===== config.mk =====
export PLATFORM = sky130hd
export DESIGN_NAME = dcache_tbus_arb
export DESIGN_NICKNAME = d
export VERILOG_FILES = /design/src/rtl/dcache_tbus_arb_pkg.sv /design/src/rtl/dcache_tbus_arb.sv
export SDC_FILE = /design/constraint.sdc
export NUM_CORES = 1
export LEC_CHECK = 0
export ABC_AREA = 1
export BUFFER_PORTS_ARGS = -buffer_cell sky130_fd_sc_hd__buf_2
export CORE_AREA = 2 2 258 260
export DETAILED_ROUTE_END_ITERATION = 12
export DIE_AREA = 0 0 260 262
export GPL_ROUTABILITY_DRIVEN = 0
export PLACE_DENSITY = 0.36
export SLEW_MARGIN = 20
export SYNTH_ARGS = -nofsm -noshare
export SYNTH_HDL_FRONTEND = slang
export SYNTH_SLANG_ARGS = --single-unit

===== constraint.sdc =====
create_clock -name clock -period 2.1 [get_ports clock]
set_clock_uncertainty 0.15 [all_clocks]
set_input_delay 0.42 -clock clock [delete_from_list [all_inputs] [get_ports clock]]
set_output_delay 0.42 -clock clock [all_outputs]
set_load 0.02 [all_outputs]

===== src/rtl/dcache_tbus_arb_pkg.sv =====
// Shared widths, tbus op-type codes and the enums used by the dcache tbus arbiter.
package dcache_tbus_arb_pkg;

  localparam int unsigned RESULT_W = 64;
  localparam int unsigned SRC_W    = 64;
  localparam int unsigned MASK_W   = 64;
  localparam int unsigned OPTYPE_W = 2;

  // Zero is deliberately not a legal op code, so a cleared payload register
  // never looks like a real request.
  localparam logic [OPTYPE_W-1:0] TBUS_READ  = 2'b01;
  localparam logic [OPTYPE_W-1:0] TBUS_WRITE = 2'b10;

  typedef enum logic [1:0] {
    ST_IDLE = 2'd0,
    ST_REQ  = 2'd1,
    ST_WAIT = 2'd2
  } arb_state_e;

  typedef enum logic {
    OWN_LD = 1'b0,
    OWN_SQ = 1'b1
  } arb_owner_e;

endpackage


===== src/rtl/dcache_tbus_arb.sv =====
// Single-owner arbiter/sequencer for the dcache tbus, shared by the load pipe
// and the store queue. Load has priority; a saturating starvation counter forces
// a waiting store through after STARVE_LIMIT load grants. A redirect flush
// kills an in-flight load's completion but never breaks the bus handshake.
// CNT_W must be wide enough that 2**CNT_W > STARVE_LIMIT.
module dcache_tbus_arb
  import dcache_tbus_arb_pkg::*;
#(
  parameter int unsigned STARVE_LIMIT = 4,
  parameter int unsigned CNT_W        = 3
) (
  input  logic                clock,
  input  logic                reset_n,
  input  logic                flush_valid,
  // load requester
  input  logic                ld2arb_tbus_index_valid,
  output logic                ld2arb_tbus_index_ready,
  input  logic [RESULT_W-1:0] ld2arb_tbus_index,
  input  logic [OPTYPE_W-1:0] ld2arb_tbus_operation_type,
  output logic [RESULT_W-1:0] ld2arb_tbus_read_data,
  output logic                ld2arb_tbus_operation_done,
  // store-queue requester
  input  logic                sq2arb_tbus_index_valid,
  output logic                sq2arb_tbus_index_ready,
  input  logic [RESULT_W-1:0] sq2arb_tbus_index,
  input  logic [SRC_W-1:0]    sq2arb_tbus_write_data,
  input  logic [MASK_W-1:0]   sq2arb_tbus_write_mask,
  input  logic [OPTYPE_W-1:0] sq2arb_tbus_operation_type,
  output logic [RESULT_W-1:0] sq2arb_tbus_read_data,
  output logic                sq2arb_tbus_operation_done,
  // dcache side
  output logic                arb2dc_tbus_index_valid,
  input  logic                arb2dc_tbus_index_ready,
  output logic [RESULT_W-1:0] arb2dc_tbus_index,
  output logic [SRC_W-1:0]    arb2dc_tbus_write_data,
  output logic [MASK_W-1:0]   arb2dc_tbus_write_mask,
  output logic [OPTYPE_W-1:0] arb2dc_tbus_operation_type,
  input  logic [RESULT_W-1:0] arb2dc_tbus_read_data,
  input  logic                arb2dc_tbus_operation_done
);

  localparam logic [CNT_W-1:0] LIMIT_C = CNT_W'(STARVE_LIMIT);

  arb_state_e          state_q;
  arb_owner_e          owner_q;
  logic                kill_q;
  logic [CNT_W-1:0]    starve_cnt_q;
  logic [RESULT_W-1:0] addr_q;
  logic [SRC_W-1:0]    wdata_q;
  logic [MASK_W-1:0]   wmask_q;
  logic [OPTYPE_W-1:0] optype_q;

  logic ld_req;
  logic sq_win;
  logic ld_win;
  logic in_idle;
  logic complete;

  // Arbitration decision and completion detect for the current cycle.
  always_comb begin
    ld_req   = ld2arb_tbus_index_valid & ~flush_valid;
    sq_win   = sq2arb_tbus_index_valid & (~ld_req | (starve_cnt_q >= LIMIT_C));
    ld_win   = ld_req & ~sq_win;
    in_idle  = (state_q == ST_IDLE);
    complete = ((state_q == ST_REQ) & arb2dc_tbus_index_ready & arb2dc_tbus_operation_done) |
               ((state_q == ST_WAIT) & arb2dc_tbus_operation_done);
  end

  // Grant pulses are combinational so the winner sees acceptance in the same
  // cycle; everything is held at zero while reset is asserted.
  assign ld2arb_tbus_index_ready = reset_n & in_idle & ld_win;
  assign sq2arb_tbus_index_ready = reset_n & in_idle & sq_win;

  // Completion goes only to the owner; a killed load swallows its done.
  assign ld2arb_tbus_operation_done = complete & (owner_q == OWN_LD) & ~kill_q;
  assign sq2arb_tbus_operation_done = complete & (owner_q == OWN_SQ);

  // Read data is broadcast; each requester qualifies it with its own done.
  assign ld2arb_tbus_read_data = reset_n ? arb2dc_tbus_read_data : '0;
  assign sq2arb_tbus_read_data = reset_n ? arb2dc_tbus_read_data : '0;

  assign arb2dc_tbus_index_valid    = (state_q == ST_REQ);
  assign arb2dc_tbus_index          = addr_q;
  assign arb2dc_tbus_write_data     = wdata_q;
  assign arb2dc_tbus_write_mask     = wmask_q;
  assign arb2dc_tbus_operation_type = optype_q;

  // Bus FSM: latch the winner in IDLE, present it in REQ, hold through WAIT.
  always_ff @(posedge clock or negedge reset_n) begin
    if (!reset_n) begin
      state_q      <= ST_IDLE;
      owner_q      <= OWN_LD;
      kill_q       <= 1'b0;
      starve_cnt_q <= '0;
      addr_q       <= '0;
      wdata_q      <= '0;
      wmask_q      <= '0;
      optype_q     <= '0;
    end else begin
      unique case (state_q)
        ST_IDLE: begin
          if (sq_win) begin
            state_q      <= ST_REQ;
            owner_q      <= OWN_SQ;
            starve_cnt_q <= '0;
            addr_q       <= sq2arb_tbus_index;
            wdata_q      <= sq2arb_tbus_write_data;
            wmask_q      <= sq2arb_tbus_write_mask;
            optype_q     <= sq2arb_tbus_operation_type;
          end else if (ld_win) begin
            state_q  <= ST_REQ;
            owner_q  <= OWN_LD;
            addr_q   <= ld2arb_tbus_index;
            wdata_q  <= '0;
            wmask_q  <= '0;
            optype_q <= ld2arb_tbus_operation_type;
            if (sq2arb_tbus_index_valid && (starve_cnt_q < LIMIT_C)) begin
              starve_cnt_q <= starve_cnt_q + CNT_W'(1);
            end
          end
        end
        ST_REQ: begin
          if (flush_valid && (owner_q == OWN_LD)) begin
            kill_q <= 1'b1;
          end
          if (arb2dc_tbus_index_ready) begin
            if (arb2dc_tbus_operation_done) begin
              state_q <= ST_IDLE;
              kill_q  <= 1'b0;
            end else begin
              state_q <= ST_WAIT;
            end
          end
        end
        ST_WAIT: begin
          if (flush_valid && (owner_q == OWN_LD)) begin
            kill_q <= 1'b1;
          end
          if (arb2dc_tbus_operation_done) begin
            state_q <= ST_IDLE;
            kill_q  <= 1'b0;
          end
        end
        default: begin
          state_q <= ST_IDLE;
          kill_q  <= 1'b0;
        end
      endcase
    end
  end

endmodule


# Word level (Yosys, flattened, before mapping)

Cells that the tools add are included.

Input bits: 331
Bits in registers: 201
Word-level logic and storage cells: 66
Output and inout port bits: 327

Reductions and logical operators: 8
Bitwise logic cells: 19
$lt $le $gt $ge: 2
Equality and inequality tests: 5
Multiplexer cells: 23
$add $sub $neg: 1

Operator list:

| operator            | count |
|---|---|
| $mux 64             | 6 |
| $mux 2              | 7 |
| $and 1x1->1         | 12 |
| $mux 3              | 3 |
| $pmux 2 s3          | 1 |
| $reduce_and 3->1    | 2 |
| $mux 1              | 5 |
| $not 1->1           | 5 |
| $reduce_bool 2->1   | 2 |
| $add 3x1->3 const B | 1 |
| $ge 3x3->1 const B  | 1 |
| $lt 3x3->1 const B  | 1 |
| $ne 3x3->1 const B  | 1 |
| $pmux 1 s3          | 1 |
| $eq 2x1->1 const B  | 1 |
| $eq 2x2->1 const B  | 1 |
| $logic_and 1x1->1   | 2 |
| $logic_not 2->1     | 1 |
| $ne 2x1->1 const B  | 1 |
| $ne 2x2->1 const B  | 1 |
| $or 1x1->1          | 2 |
| $reduce_and 2->1    | 1 |

# Longest topological paths before layout

Gate-level depths: netlist of the first run.

Depth in word-level cells: 10
Depth in mapped cells: 9
Mapped depth without buffers: 8

# Worst setup path after synthesis of the first run

OpenSTA, ideal clock, no wires.

Kind: input to output
Start point: input flush_valid
End point: output ld2arb_tbus_index_ready
Path slack: -0.047 ns
Data arrival time: 1.577 ns
Path buffers: 2
Data required time: 1.530 ns
Stages: 7
Cells stage by stage: inv_1 nand3_2 nand2_1 buf_2 buf_4 nand2_1 nor3_1

Longest elaborated chain between the ends: 8

Ends and longest elaborated chain:

| element         | RTL line              | RTL |
|---|---|---|
| start, declared | dcache_tbus_arb.sv:14 | `input logic flush_valid,` |
| $not 1->1 *     | dcache_tbus_arb.sv:61 | `ld_req = ld2arb_tbus_index_valid & ~flush_valid;` |
| $and 1x1->1 *   | dcache_tbus_arb.sv:61 |  |
| $not 1->1       | dcache_tbus_arb.sv:62 | `sq_win = sq2arb_tbus_index_valid & (~ld_req \| (starve_cnt_q >= LIMIT_C));` |
| $or 1x1->1      | dcache_tbus_arb.sv:62 |  |
| $and 1x1->1     | dcache_tbus_arb.sv:62 |  |
| $not 1->1       | dcache_tbus_arb.sv:63 | `ld_win = ld_req & ~sq_win;` |
| $and 1x1->1 *   | dcache_tbus_arb.sv:63 |  |
| $and 1x1->1 *   | dcache_tbus_arb.sv:71 | `assign ld2arb_tbus_index_ready = reset_n & in_idle & ld_win;` |
| end, declared   | dcache_tbus_arb.sv:17 | `output logic ld2arb_tbus_index_ready,` |

Every way passes the cells marked *; elsewhere a longest branch is shown, timed or not.

# Worst setup path after layout of the first run

Start point: register state_q[0]
End point: output sq2arb_tbus_index_ready

Longest elaborated chain between the ends: 3

Ends and longest elaborated chain:

| element                  | RTL line               | RTL |
|---|---|---|
| start, declared          | dcache_tbus_arb.sv:44  | `arb_state_e state_q;` |
| start signal, assigned   | dcache_tbus_arb.sv:91  | `state_q <= ST_IDLE;` |
| start signal, assigned   | dcache_tbus_arb.sv:103 | `state_q <= ST_REQ;` |
| start signal, assigned   | dcache_tbus_arb.sv:111 | `state_q <= ST_REQ;` |
| $logic_not 2->1          | dcache_tbus_arb.sv:64  | `in_idle = (state_q == ST_IDLE);` |
| $and 1x1->1 (2 in a row) | dcache_tbus_arb.sv:72  | `assign sq2arb_tbus_index_ready = reset_n & in_idle & sq_win;` |
| end, declared            | dcache_tbus_arb.sv:24  | `output logic sq2arb_tbus_index_ready,` |

Every way passes these cells.

==> results of run 1 <==
-- layout make-up --
| type | count | area, µm² | share of cell area |
|---|---|---|---|
| repair buffers | 860 | 5440 | 0.323 |
| flip-flops and latches | 201 | 5030 | 0.299 |
| multi-input cells | 820 | 3550 | 0.211 |
| well taps | 864 | 1080 | 0.0642 |
| inverters | 212 | 803 | 0.0477 |
| clock buffers | 37 | 773 | 0.0459 |
| clock inverters | 13 | 154 | 0.00914 |
| diodes | 3 | 7.51 | 0.000446 |
-- worst paths after layout --
check | startpoint | end | slack, ns | cells after the start
min in group asynchronous | reset_n | arb2dc_tbus_index[60]$_DFFE_PN0P_ | 0.12 | 3
max in group asynchronous | reset_n | arb2dc_tbus_index[36]$_DFFE_PN0P_ | 0.73 | 3
hold reg to reg | arb2dc_tbus_write_mask[45]$_DFFE_PN0P_ | arb2dc_tbus_write_mask[45]$_DFFE_PN0P_ | 0.31 | 2
setup reg to reg | state_q[0]$_DFFE_PN0P_ | starve_cnt_q[0]$_DFFE_PN0P_ | 0.16 | 10
hold / removal | ld2arb_tbus_index[38] | arb2dc_tbus_index[38]$_DFFE_PN0P_ | 0.03 | 5
setup / recovery | state_q[0]$_DFFE_PN0P_ | sq2arb_tbus_index_ready | -0.17 | 7
-- per-stage QoR --
| step | utilization | total power, mW | area [µm²] |
|---|---|---|---|
| after floorplan | - | 12.6 | 10200 |
| after global placement | 0.215 | 16.9 | 14100 |
| after detailed placement | 0.215 | 16.9 | 14100 |
| after CTS | 0.258 | 22.3 | 16800 |
| after global routing | 0.258 | 23.5 | 16800 |
| final | 0.258 | 21.9 | 16800 |
-- report_power, final --
group | internal (mW) | total, mW | switching (mW)
Clock | 2.94 | 4.83 | 1.89
Combinational | 3.41 | 10.4 | 6.98
Sequential | 5.77 | 6.73 | 0.966
Total | 12.1 | 21.9 | 9.84
-- sequential cells by signal, summed over array words and instances (netlist names) --
signal / cells
arb2dc_tbus_index: 64
arb2dc_tbus_write_data: 64
arb2dc_tbus_write_mask: 64
starve_cnt_q: 3
arb2dc_tbus_operation_type: 2
state_q: 2
kill_q: 1
owner_q: 1
-- logic make-up after synthesis --
| kind of cell | after synthesis | share of synthesized area |
|---|---|---|
| buffers and inverters | 361 | 0.163 |
| DFF | 201 | 0.495 |
| AOI/OAI and AO/OA | 8 | 0.00480 |
| and+or+nand+nor | 808 | 0.332 |
| adders and majority gates | 4 | 0.00493 |
-- per-layer routing --
metal | global-route usage | vias to the layer above | routed length (µm)
met5 | 0 | - | 42
met4 | 0.101 | 6 | 3850
met3 | 0.0298 | 87 | 3480
met2 | 0.263 | 477 | 26700
met1 | 0.161 | 5423 | 19700
li1 | - | 5596 | -
-- synthesized netlist by cell type (all sizes together) --
master	n	area (µm²)
o21bai	1	7.51
nor2	2	7.51
inv	211	792
clkinv	1	3.75
dfrtp	201	5030
ha	4	50.1
buf	121	759
o21ai	5	25.0
nand3	265	1330
a21boi	1	7.51
clkbuf	28	105
nor3	2	10.0
nand2	539	2020
a21oi	1	8.76
-- worst reg2reg max path, delay by kind of cell, from the launching register on --
family | cells | cell delay [ns]
buffers and inverters | 6 | 0.77
AO/OA/AOI/OAI | 1 | 0.17
flip-flops | 1 | 0.42
AND/OR/NAND/NOR | 2 | 0.17
adder cells (fa/ha/maj) | 1 | 0.17
-- timing repair --
item / CTS / global route
hold buffers: 170 / 0
endpoints found under the setup margin: 5 / 5
pin swaps: 7 / 0
buffers inserted: 6 / 1
endpoints found under the hold margin: 219 / 0
resized for setup: 24 / 4
==> flow_metrics.tcl, run 1 <==
set metrics [dict create \
    grt_max_degree 103 \
    path_delay_family "flip-flops" \
    antenna_found_initial 6 \
    drt_iter0_drc 579 \
    track_usage 0.149 \
    dp_cells 2781 \
    clk_pin_slew_worst_paths_ns 0.06 \
    synth.avg_cell_area_um2 7.35 \
    critical-path-top-cell-by-count "sky130_fd_sc_hd__nand2_4" \
    final_net_count 2457 \
    yosys_register_bits 201 \
    worst_skew_pair.late_latency_ns 0.55 \
    wl_per_instance_um 17.9 \
    timing.hold.worst.class "input port to flip-flop" \
    worstPathCellList "inv_2 -> ha_4 -> nand2_4 -> inv_4 -> nand2_4 -> nor2_4 -> buf_6" \
    cpPeakStageDelay_ns 0.42 \
    cp-end-kind "primary output" \
    synth_cell_types 18 \
    postSynthNetCount 1717 \
    total_wirelength_um 53700 \
    power_per_cell_area_nw_per_um2 1300 \
    post_route_cells_drive_above_1_share 0.352 \
    synth_area_um2 10200 \
    initial_utilization 0.156 \
    timing.fmax_ghz 0.440 \
    critical_path.n_buffers_inverters 3 \
    route.vias.total 11589 \
    cts_htree_levels 1 \
    dp.final_hpwl_um 40700 \
    critPathLaunchType "flip-flop" \
    rsz0062_at_grt "yes" \
    finalHoldWorstSlack_ns 0.0339 \
    pre_cts_setup_slack_ns 0.0133 \
    critical_path_peak_fanout 4 \
    drc 0 \
    via_count_of_the_first_global_routing_pass 11663 \
    finalHoldViolCount 0 \
    floorplan.die_area_um2 68100 \
    clockRootBuffer "sky130_fd_sc_hd__clkbuf_16" \
    slew_viol_final 0 \
    ys.warnings.count 0 \
    tritoncts "built" \
    ant_nets 0 \
    chipWidth_um 260 \
    filler_cell_count 7291 \
    routed_via_density 3.85 \
    wire_length_of_the_first_global_routing_pass_um 75900 \
    max-vdd-ir-drop_uv 439 \
    stdcell_count 3010 \
    layout_common_cells "650 x sky130_fd_sc_hd__buf_2, 536 x sky130_fd_sc_hd__nand2_1, 264 x sky130_fd_sc_hd__nand3_1, 205 x sky130_fd_sc_hd__inv_1, 201 x sky130_fd_sc_hd__dfrtp_1" \
    die_height_um 262 \
    gr-total-overflow 0 \
    critical_path_required_ns 1.53 \
    cts_bufs_inserted 27 \
    netlist_instances 1382 \
    failed_checks "negative setup slack" \
    worst_slack_ns -0.172 \
    core-area_um2 65300 \
    fp-row-count 94 \
    critPathKind "flip-flop to primary output" \
    area.growth.synth_to_final_pct 65.7 \
    layout_min_cycle_time_ns 2.27 \
    clk_path_buf_depth 3 \
    timing.critical_path.arrival_ns 1.70 \
    tritoncts_num_sinks 201 \
    slew-limit-headroom 0.551 \
    setup_tns_ns -0.621 \
    period_share 1.08 \
    synth_seq_area_share 0.495 \
    max_slew.worst_pin.slew_ns 0.674 \
    crit_path_top_delay_cell "sky130_fd_sc_hd__dfrtp_1" \
    static-leakage-power_nw 10.2 \
    num_io_pins 658 \
    layout_commonest_cell "sky130_fd_sc_hd__buf_2" \
    status "finished, violations left" \
    cap_violations 0 \
    io_buffer_count 657 \
    timing.final.setup_violations 4 \
    detailed_routing_iterations_pass_1 4 \
]
No activity file was read; power rests on OpenSTA's default activity.
==> run 2: changes to the inputs <==
PLACE_DENSITY = not set   (was 0.36)
PLACE_DENSITY_LB_ADDON = 0.1   (was not set)
==> flow_metrics.tcl, run 2 (synthesized netlist as in run 1, its figures left out) <==
set metrics [dict create \
    grt_use_met1 0.153 \
    clockRootBuffer "sky130_fd_sc_hd__clkbuf_16" \
    layout_common_cells "650 x sky130_fd_sc_hd__buf_2, 533 x sky130_fd_sc_hd__nand2_1, 262 x sky130_fd_sc_hd__nand3_1, 205 x sky130_fd_sc_hd__inv_1, 201 x sky130_fd_sc_hd__dfrtp_1" \
    setup_tns_ns -2.42 \
    dpl_cell_area_um2 14400 \
    area.growth.synth_to_final_pct 74.2 \
    finish.instance_area_um2 17700 \
    cts_htree_levels 1 \
    power_per_cell_area_nw_per_um2 1310 \
    io_buffer_count 657 \
    core-area_um2 65300 \
    drt_iter0_drc 406 \
    cpPeakStageDelay_ns 0.39 \
    wire_length_of_the_first_global_routing_pass_um 74500 \
    filler_cell_count 7335 \
    drc 0 \
    grt_most_used_layer "met2" \
    floorplan.die_area_um2 68100 \
    finalHoldViolCount 0 \
    cp-end-kind "primary output" \
    critical_path_required_ns 1.53 \
    track_usage 0.144 \
    crit_path_top_delay_cell "sky130_fd_sc_hd__dfrtp_1" \
    pwr_total_mw 23.2 \
    num_io_pins 658 \
    timing.hold.worst.class "input port to asynchronous set/reset pin" \
    slew-limit-headroom 0.711 \
    max_slew.worst_pin.slew_ns 0.433 \
    slew_viol_final 0 \
    critical_path_peak_fanout 2 \
    layout_commonest_cell "sky130_fd_sc_hd__buf_2" \
    pre_cts_setup_slack_ns -0.0902 \
    antenna_found_initial 6 \
    critical-path-top-cell-by-count "sky130_fd_sc_hd__buf_4" \
    route.vias.total 11659 \
    ff_latch_area_um2 5030 \
    max-vdd-ir-drop_uv 545 \
    status "finished, violations left" \
    gr-total-overflow 0 \
    worst_skew_pair.late_latency_ns 0.55 \
    grt_max_degree 71 \
    clk_pin_slew_worst_paths_ns 0.06 \
    cts_bufs_inserted 27 \
    grtUsageMet3 0.0293 \
    critPathKind "flip-flop to primary output" \
    via_count_of_the_first_global_routing_pass 12052 \
    timing.fmax_ghz 0.436 \
    dp.final_hpwl_um 39300 \
    final_net_count 2518 \
    post_route_cells_drive_above_1_share 0.365 \
    cap_violations 0 \
    routed_via_density 3.80 \
    static-leakage-power_nw 10.6 \
    path_delay_family "flip-flops" \
    layout_min_cycle_time_ns 2.29 \
    rsz0062_at_grt "yes" \
    timing.critical_path.arrival_ns 1.72 \
    detailed_routing_iterations_pass_1 4 \
    period_share 1.09 \
    critPathLaunchType "flip-flop" \
    multi_input_comb_area_um2 3600 \
    initial_utilization 0.156 \
    timing.final.setup_violations 37 \
    worstPathCellList "buf_4 -> ha_4 -> o21ai_4 -> nor2_2 -> buf_4" \
    globalRouteMet2Util 0.270 \
    critical_path.n_buffers_inverters 2 \
    fp-row-count 94 \
    finalHoldWorstSlack_ns 0.0156 \
    ant_nets 0 \
    failed_checks "negative setup slack" \
    total_wirelength_um 53100 \
    die_height_um 262 \
    tritoncts_num_sinks 201 \
    wl_per_instance_um 17.3 \
    clk_path_buf_depth 3 \
    worst_slack_ns -0.194 \
    tritoncts "built" \
    chipWidth_um 260 \
]
==> run 2: path summary, 6_finish.rpt <==
check                                                      start                                         to  slack, ns  cells past startpoint
max                                       state_q[1]$_DFFE_PN0P_                 sq2arb_tbus_operation_done      -0.19                      5
min                                                      reset_n          arb2dc_tbus_index[61]$_DFFE_PN0P_       0.02                      3
max reg2reg                               state_q[0]$_DFFE_PN0P_  arb2dc_tbus_operation_type[0]$_DFFE_PN0P_      -0.07                     11
min reg2reg                arb2dc_tbus_write_mask[3]$_DFFE_PN0P_      arb2dc_tbus_write_mask[3]$_DFFE_PN0P_       0.31                      2
max in group asynchronous                                reset_n          arb2dc_tbus_index[44]$_DFFE_PN0P_       0.78                      3
min in group clock                          sq2arb_tbus_index[5]           arb2dc_tbus_index[5]$_DFFE_PN0P_       0.04                      5
==> run 2: repair_timing <==
action                                 4_1_cts  5_1_grt
hold buffers                               188        0
buffers inserted                             6       11
cloned                                       0        7
endpoints found under the hold margin      218        0
gates resized for setup                     31       15
pin swaps                                    7        4
setup endpoints to repair                    4      169
==> run 2: power breakdown <==
part           switching [mW]  internal, mW  total, mW
clock                    1.92          2.90       4.82
combinational            7.28          4.26       11.5
sequential               1.05          5.77       6.82
total                    10.2          12.9       23.2
==> run 2: final cells by class <==
class	count	share of cell area
Multi-Input combinational cell	820	0.203
Sequential cell	201	0.284
Clock inverter	14	0.00891
Antenna cell	1	0.000141
Inverter	212	0.0456
Tap cell	864	0.0611
Clock buffer	36	0.0429
Timing Repair Buffer	921	0.354
==> run 2: worst reg2reg max path, stage by stage, from the launching register on <==
cell and delay [ns]:
sky130_fd_sc_hd__dfrtp_1 0.43, sky130_fd_sc_hd__inv_2 0.12, sky130_fd_sc_hd__ha_4 0.19, sky130_fd_sc_hd__clkinvlp_4 0.11, sky130_fd_sc_hd__buf_4 0.15, sky130_fd_sc_hd__a21oi_4 0.19, sky130_fd_sc_hd__clkinv_4 0.12, sky130_fd_sc_hd__buf_16 0.18
sky130_fd_sc_hd__buf_4 0.16, sky130_fd_sc_hd__clkbuf_16 0.15, sky130_fd_sc_hd__nand2_1 0.06, sky130_fd_sc_hd__nand2_1 0.05
==> run 2: through the flow <==
stage	std cells	util
global route	3068	0.271
detailed placement	2807	0.221
floorplan	1382	-
CTS	3050	0.266
global placement	2807	0.221
finish	3069	0.271
==> run 2: metal layers <==
metal,routed length (µm),share of wire
met1,19600,0.37
met2,27500,0.52
met3,3380,0.064
met4,2660,0.050
met5,25,0.00047
